===== src/rtl/us_timestep_gen.sv =====
// us_timestep_gen: microsecond-grid timestep generator.
// After an accepted start it emits a one-cycle step_pulse every period_us
// microseconds, for num_steps steps (0 = until stop), and flags done with
// the final pulse. us_elapsed reports whole microseconds since start.
// Optional macro TS_ACK_EN adds a step_ack input: after each non-final
// step the generator parks in WAIT_ACK until the consumer acknowledges.
module us_timestep_gen #(
    parameter int CLK_PER_US = 125,
    parameter int CNT_W      = 32
) (
    input  logic             clk,
    input  logic             rst_n,
    input  logic             start,
    input  logic             stop,
    input  logic [CNT_W-1:0] period_us,
    input  logic [CNT_W-1:0] num_steps,
    output logic             busy,
    output logic             step_pulse,
    output logic [CNT_W-1:0] step_idx,
    output logic             done,
    output logic [CNT_W-1:0] us_elapsed
`ifdef TS_ACK_EN
    ,
    input  logic             step_ack
`endif
);

    // Prescaler is wide enough for the full legal CLK_PER_US range.
    localparam int                 PRESC_W   = 16;
    localparam logic [PRESC_W-1:0] PRESC_MAX = PRESC_W'(CLK_PER_US - 1);
    localparam logic [CNT_W-1:0]   CNT_ONES  = '1;
    localparam logic [CNT_W-1:0]   CNT_ONE   = CNT_W'(1);

    typedef enum logic [1:0] {
        IDLE,
        RUN
`ifdef TS_ACK_EN
        ,
        WAIT_ACK
`endif
    } state_t;

    state_t             state;
    logic [PRESC_W-1:0] presc;      // step-grid prescaler (held in WAIT_ACK)
    logic [PRESC_W-1:0] el_presc;   // elapsed-time prescaler (never held)
    logic [CNT_W-1:0]   us_cnt;     // microseconds since last step
    logic [CNT_W-1:0]   period_q;
    logic [CNT_W-1:0]   nsteps_q;
    logic               accept;
    logic               step_due;
    logic               last_step;

    // Saturating increment for the elapsed-microsecond counter.
    function automatic logic [CNT_W-1:0] sat_inc(input logic [CNT_W-1:0] v);
        return (v == CNT_ONES) ? v : v + CNT_ONE;
    endfunction

    // A start only counts in IDLE and only when stop is not also asserted.
    assign accept    = (state == IDLE) && start && !stop;
    assign step_due  = (presc == PRESC_MAX) && (us_cnt == period_q - CNT_ONE);
    assign last_step = (nsteps_q != '0) && (step_idx + CNT_ONE == nsteps_q);

    // Elapsed time keeps running through WAIT_ACK, so it has its own prescaler.
    always_ff @(posedge clk or negedge rst_n) begin
        if (!rst_n) begin
            el_presc   <= '0;
            us_elapsed <= '0;
        end else if (accept) begin
            el_presc   <= '0;
            us_elapsed <= '0;
        end else if (state != IDLE && !stop) begin
            if (el_presc == PRESC_MAX) begin
                el_presc   <= '0;
                us_elapsed <= sat_inc(us_elapsed);
            end else begin
                el_presc <= el_presc + 1'b1;
            end
        end
    end

    // Main control FSM: capture, step-grid timing, completion and abort.
    always_ff @(posedge clk or negedge rst_n) begin
        if (!rst_n) begin
            state      <= IDLE;
            presc      <= '0;
            us_cnt     <= '0;
            period_q   <= '0;
            nsteps_q   <= '0;
            busy       <= 1'b0;
            step_pulse <= 1'b0;
            done       <= 1'b0;
            step_idx   <= '0;
        end else begin
            step_pulse <= 1'b0;
            done       <= 1'b0;
            case (state)
                IDLE: begin
                    if (accept) begin
                        // A zero period would never fire; treat it as 1 us.
                        period_q <= (period_us == '0) ? CNT_ONE : period_us;
                        nsteps_q <= num_steps;
                        step_idx <= '0;
                        presc    <= '0;
                        us_cnt   <= '0;
                        busy     <= 1'b1;
                        state    <= RUN;
                    end
                end
                RUN: begin
                    if (stop) begin
                        // Abort wins over a step that falls due on this edge.
                        busy  <= 1'b0;
                        state <= IDLE;
                    end else if (presc == PRESC_MAX) begin
                        presc <= '0;
                        if (step_due) begin
                            // Restart the us count on each step: no drift.
                            us_cnt     <= '0;
                            step_pulse <= 1'b1;
                            step_idx   <= step_idx + CNT_ONE;
                            if (last_step) begin
                                done  <= 1'b1;
                                busy  <= 1'b0;
                                state <= IDLE;
                            end else begin
`ifdef TS_ACK_EN
                                state <= WAIT_ACK;
`else
                                state <= RUN;
`endif
                            end
                        end else begin
                            us_cnt <= us_cnt + CNT_ONE;
                        end
                    end else begin
                        presc <= presc + 1'b1;
                    end
                end
`ifdef TS_ACK_EN
                WAIT_ACK: begin
                    presc  <= '0;
                    us_cnt <= '0;
                    if (stop) begin
                        busy  <= 1'b0;
                        state <= IDLE;
                    end else if (step_ack && !step_pulse) begin
                        // An ack coincident with the pulse itself is too early.
                        state <= RUN;
                    end
                end
`endif
                default: begin
                    busy  <= 1'b0;
                    state <= IDLE;
                end
            endcase
        end
    end

endmodule


===== config.mk =====
export PLATFORM = sky130hd
export DESIGN_NAME = us_timestep_gen
export DESIGN_NICKNAME = d
export VERILOG_FILES = /design/src/rtl/us_timestep_gen.sv
export SDC_FILE = /design/constraint.sdc
export NUM_CORES = 1
export LEC_CHECK = 0
export CAP_MARGIN = 15
export CORE_MARGIN = 8
export CORE_UTILIZATION = 50
export CTS_BUF_LIST = sky130_fd_sc_hd__clkbuf_8
export CTS_CLUSTER_SIZE = 25
export DETAILED_ROUTE_END_ITERATION = 7
export GPL_TIMING_DRIVEN = 0
export PLACE_DENSITY = 0.82
export SYNTH_ARGS = -nofsm -noshare
export SYNTH_HDL_FRONTEND = slang
export SYNTH_SLANG_ARGS = --single-unit

===== constraint.sdc =====
create_clock -name clk -period 7.09 [get_ports clk]
set_input_delay 1.418 -clock clk [delete_from_list [all_inputs] [get_ports clk]]
set_output_delay 1.418 -clock clk [all_outputs]
set_load 0.02 [all_outputs]

Yosys cells after proc, flatten, opt, wreduce, memory -nomap -nowiden
Cells that the tools add are included.

cells by class
  add/sub/neg operators = 6
  multiply operators = 0
  div/mod/pow operators = 0
  order comparisons = 0
  equality and inequality tests = 14
  shifts and indexed selects = 0
  mux-type cells = 42
  bitwise operators = 0
  reductions and logical operators = 20

operators with widths
  kind                   count
  $mux 32                12
  $pmux 32 s2            2
  $add 32x1->32 const B  3
  $mux 16                6
  $eq 32x32->1           2
  $add 16x1->16 const B  2
  $eq 16x7->1 const B    2
  $eq 32x32->1 const B   1
  $logic_not 32->1       1
  $pmux 16 s2            1
  $reduce_bool 32->1     1
  $sub 32x1->32 const B  1
  $mux 1                 15
  $ne 2x2->1 const B     5
  $ne 3x3->1 const B     3
  $reduce_and 3->1       3
  $mux 2                 4
  $reduce_and 4->1       2
  $reduce_bool 2->1      4
  $logic_and 1x1->1      5
  $reduce_and 5->1       1
  $pmux 2 s2             1
  $eq 2x1->1 const B     1
  $logic_not 2->1        1
  3 further kinds        3

word-level totals
  register bits after elaboration = 197
  latch bits = 0
  RAM bits = 0
  ROM bits = 0
  input port bits = 68
  output and inout bits = 67
  word-level logic and storage cells = 93
  memories kept = 0

Longest topological paths before layout
  depth in word-level cells = 8
  gate-level depth with buffers = 13
  depth with buffers taken out = 11

Worst setup path after synthesis
OpenSTA, ideal clock, no wires.

  path kind = in2reg
  start = in start
  end = reg us_cnt[26]
  setup time = 0.077 ns
  arrival = 3.379 ns
  data required time = 7.013 ns
  slack = 3.634 ns
  stages on the path = 10
  buffers on the path = 1
  path through = nor2_1 nor2_1 o21ai_0 nor4_1 nor2b_1 nor2b_1 buf_2 nand2_1 or3_1 a21oi_1

on the way
  cells in the longest elaborated chain, start to end = 4

ends and longest elaborated chain
  item                             line  source
  from (decl)                      13    input logic start,
  $logic_and 1x1->1 (2 in series)  59    assign accept = (state == IDLE) && start && !stop;
  $ne 2x2->1 (no line)             n/a
  $reduce_and 4->1 (no line)       n/a
  to (signal assigned)             133   us_cnt <= us_cnt + CNT_ONE;
  to (decl)                        46    logic [CNT_W-1:0] us_cnt;

No other way between the ends.
A chain may end at the register's enable or synchronous reset.

Final worst setup path
  start = in start
  end = reg us_elapsed[23]

on the way
  cells in the longest elaborated chain, start to end = 4
  elaborated cells on any way between the ends = 7
  those cells by class = 1 x eq/ne; 1 x mux; 5 x reduce/logical

ends and longest elaborated chain
  item                                                       line  source
  $logic_and 1x1->1 * (2 in series)                          59
  $ne 2x2->1 (no line) or $reduce_bool 2->1 (tied branches)  n/a
  $reduce_and 3->1 (no line)                                 n/a
  to (signal assigned)                                       74    us_elapsed <= sat_inc(us_elapsed);
  to (decl)                                                  21    output logic [CNT_W-1:0] us_elapsed

Mark *: on every way between the ends. The rest lies on a longest branch, timed or not.

==> results.json <==
{
  "rsz0062_at_grt": "false",
  "nNetsFinal": 1641,
  "rows": 56,
  "post-route-period-util": 0.625,
  "fin_worst_skew_ns": 0.0191,
  "synth_edf_count": 0,
  "synth-seq-cells": 196,
  "vias": 11200,
  "cts_tree": "built",
  "relSlewSlack": 0.435,
  "grt.total_usage": 0.237,
  "drt_iter0_drc": 829,
  "crit_family": "simple AND/OR/NAND/NOR gates",
  "min_path_cells": 2,
  "antenna_found_initial": 1,
  "cts_resized": 0,
  "cp.depth": 8,
  "status": "complete, no violations",
  "tightest_slew_ns": 0.839,
  "port_buffers": 134,
  "cap_violations": 0,
  "finalCriticalPeriod_ns": 4.43,
  "fillers": 2030,
  "place_ws_ns": 2.24,
  "clockBufferDepth": 2,
  "drive_above_1_share": 0.0368,
  "gp_congestion": 0.904,
  "grt_max_degree": 102,
  "initial_core_util": 0.502,
  "yosys.area.top_type": "dfrtp_1",
  "ys_async_sr_fraction": 1.00,
  "setup_viol": 0,
  "final_common_cell": "nand2_1",
  "ir_drop_uv": 104,
  "yosys_warnings": 0,
  "clk_root_buffer_cell": "clkbuf_8",
  "powerDensity_nw_per_um2": 186,
  "cpMaxStageDelayCell": "a21oi_1",
  "grt_pass1_wl_um": 55400,
  "holdWs_ns": 0.531,
  "layout.cells.most_common_list": "293 x nand2_1, 196 x dfrtp_1, 133 x clkdlybuf4s50_1",
  "synthDistinctLibCells": 67,
  "insertion_delay_ns": 0.48,
  "wl_per_cell_um": 17.9,
  "critical_path_class": "input port to register",
  "syn_area_um2": 11600,
  "diodes": 0,
  "num_io_pins": 135,
  "ff2ff_path_depth": 11,
  "min_path_type": "register to register",
  "hold_viol": 0,
  "placed_cells": 1865,
  "clock_sinks": 196,
  "overflow": 0,
  "crit_buf_inv": 1,
  "cp_cell_sequence": "clkdlybuf4s50_1 -> nor2_1 -> nor2_1 -> nand2_1 -> a21oi_1 -> nand2_1 -> or3_1 -> a21oi_1",
  "arrival_ns": 4.84,
  "antenna_left": 0,
  "die_h_um": 169,
  "via_per_inst": 5.91,
  "synthToLayoutAreaGrowth_pct": 18.7,
  "critical_path.max_fanout": 10,
  "cts_buffers": 17,
  "drc_errors": 0,
  "synthFlopType": "dfrtp_1",
  "utilization": 0.595,
  "startpoint_type": "input port",
  "dieArea_um2": 28400,
  "drv_slew": 0,
  "fmax_mhz": 226,
  "setup_tns_ns": 0,
  "fin_area_um2": 13800,
  "first_pass_iters": 5,
  "ys_seq_area_frac": 0.421,
  "crit_path_max_incr_delay_ns": 0.86,
  "synthTopCellsByArea": "dfrtp_1 42%, nand2_1 9.4%, xnor2_1 5.6%, xor2_1 5.6%, nor2_1 4.2%",
  "clkTransAtPathRegs_ns": 0.12,
  "syn-num-nets": 1486,
  "synth_top_area_frac": 0.421,
  "setup_slack_ns": 2.66,
  "dpl_cell_area_um2": 13400,
  "wl_um": 34000,
  "leakage_nw": 5.61,
  "cp-end-kind": "register",
  "die_x_um": 169,
  "post-cts-setup-buffers": 0,
  "core-area_um2": 23200,
  "htree_levels": 4,
  "dp_hpwl_um": 25100,
  "grt_pass1_vias": 10900,
  "synthCells": 1410,
  "instances_no_fill": 1897,
  "syn_area_per_cell_um2": 8.25,
  "holdBufCountCts": 0,
  "crit_required_ns": 7.50,
  "power.total_mw": 2.56
}
cell type report:
| cell class | count | area (um^2) | share of cell area |
|---|---|---|---|
| multi-input combinational | 1110 | 6330 | 0.458 |
| clock inverter | 15 | 156 | 0.0113 |
| sequential | 196 | 4900 | 0.355 |
| tap | 319 | 399 | 0.0289 |
| clock buffer | 17 | 234 | 0.0169 |
| inverter | 23 | 86.3 | 0.00625 |
| timing repair buffer | 136 | 1380 | 0.100 |
| buffer | 81 | 320 | 0.0232 |
flip-flops by register name, indices dropped and copies added, names as in the netlist:
name	cells
busy	1
done	1
el_presc	16
nsteps_q	32
period_q	32
presc	16
state	1
step_idx	32
step_pulse	1
us_cnt	32
us_elapsed	32
where the power goes:
part           switching, mW  total, mW  internal [mW]
Sequential             0.112       1.31           1.19
Combinational          0.307      0.530          0.224
Clock                  0.462      0.726          0.264
worst paths after layout:
path                       slack [ns]                     start                          to
max                              2.66                     start  us_elapsed[23]$_DFFE_PN0P_
max reg2reg                      2.90  period_q[18]$_DFFE_PN0P_    step_idx[25]$_DFFE_PN0P_
min                              0.53  period_q[31]$_DFFE_PN0P_    period_q[31]$_DFFE_PN0P_
max in group asynchronous        5.14                     rst_n    step_idx[14]$_DFFE_PN0P_
min reg2reg                      0.53  period_q[31]$_DFFE_PN0P_    period_q[31]$_DFFE_PN0P_
min in group asynchronous        0.95                     rst_n  us_elapsed[16]$_DFFE_PN0P_
logic make-up (layout without fill, tap and decap cells):
family,count (synthesis),in the layout,synth area share
buf+inv,104,272,0.0349
xor+xnor,150,150,0.113
simple gates,749,749,0.312
compound gates,198,198,0.106
fa+ha+maj,8,8,0.00860
mux,5,5,0.00430
flops,196,196,0.421
metal layers:
metal / track usage / share of wire / up-vias
met2: 0.389 / 0.48 / 376
met3: 0.0436 / 0.059 / 62
met4: 0.0928 / 0.029 / 2
met1: 0.307 / 0.43 / 5510
li1: - / - / 5253
met5: 0 / 0.00053 / -
tightest hold or removal path: stages, from the launching register on:
cell and delay, ns:
dfrtp_1 0.39, nand2_1 0.06, nand2_1 0.06
cell usage after synthesis (all sizes together), types with 3 or more instances:
| library cell | number |
|---|---|
| clkbuf | 68 |
| nand3b | 5 |
| o21ai | 51 |
| nor2b | 6 |
| a21oi | 56 |
| mux2i | 5 |
| nor2 | 129 |
| nand2b | 11 |
| and3 | 27 |
| or4 | 13 |
| inv | 23 |
| o31ai | 10 |
| a31o | 4 |
| nor3 | 40 |
| nand2 | 293 |
| a21o | 4 |
| dfrtp | 196 |
| nand4 | 58 |
| a211oi | 3 |
| nand4b | 3 |
| a32oi | 3 |
| o41ai | 7 |
| a311oi | 3 |
| xnor2 | 75 |
| nand3 | 63 |
| buf | 13 |
| o21a | 4 |
| and4 | 7 |
| or2 | 3 |
| a31oi | 28 |
| or3 | 16 |
| nor3b | 21 |
| xor2 | 75 |
| ha | 8 |
| nor4 | 43 |
| o211ai | 4 |
No activity file was read; power rests on OpenSTA's default activity.
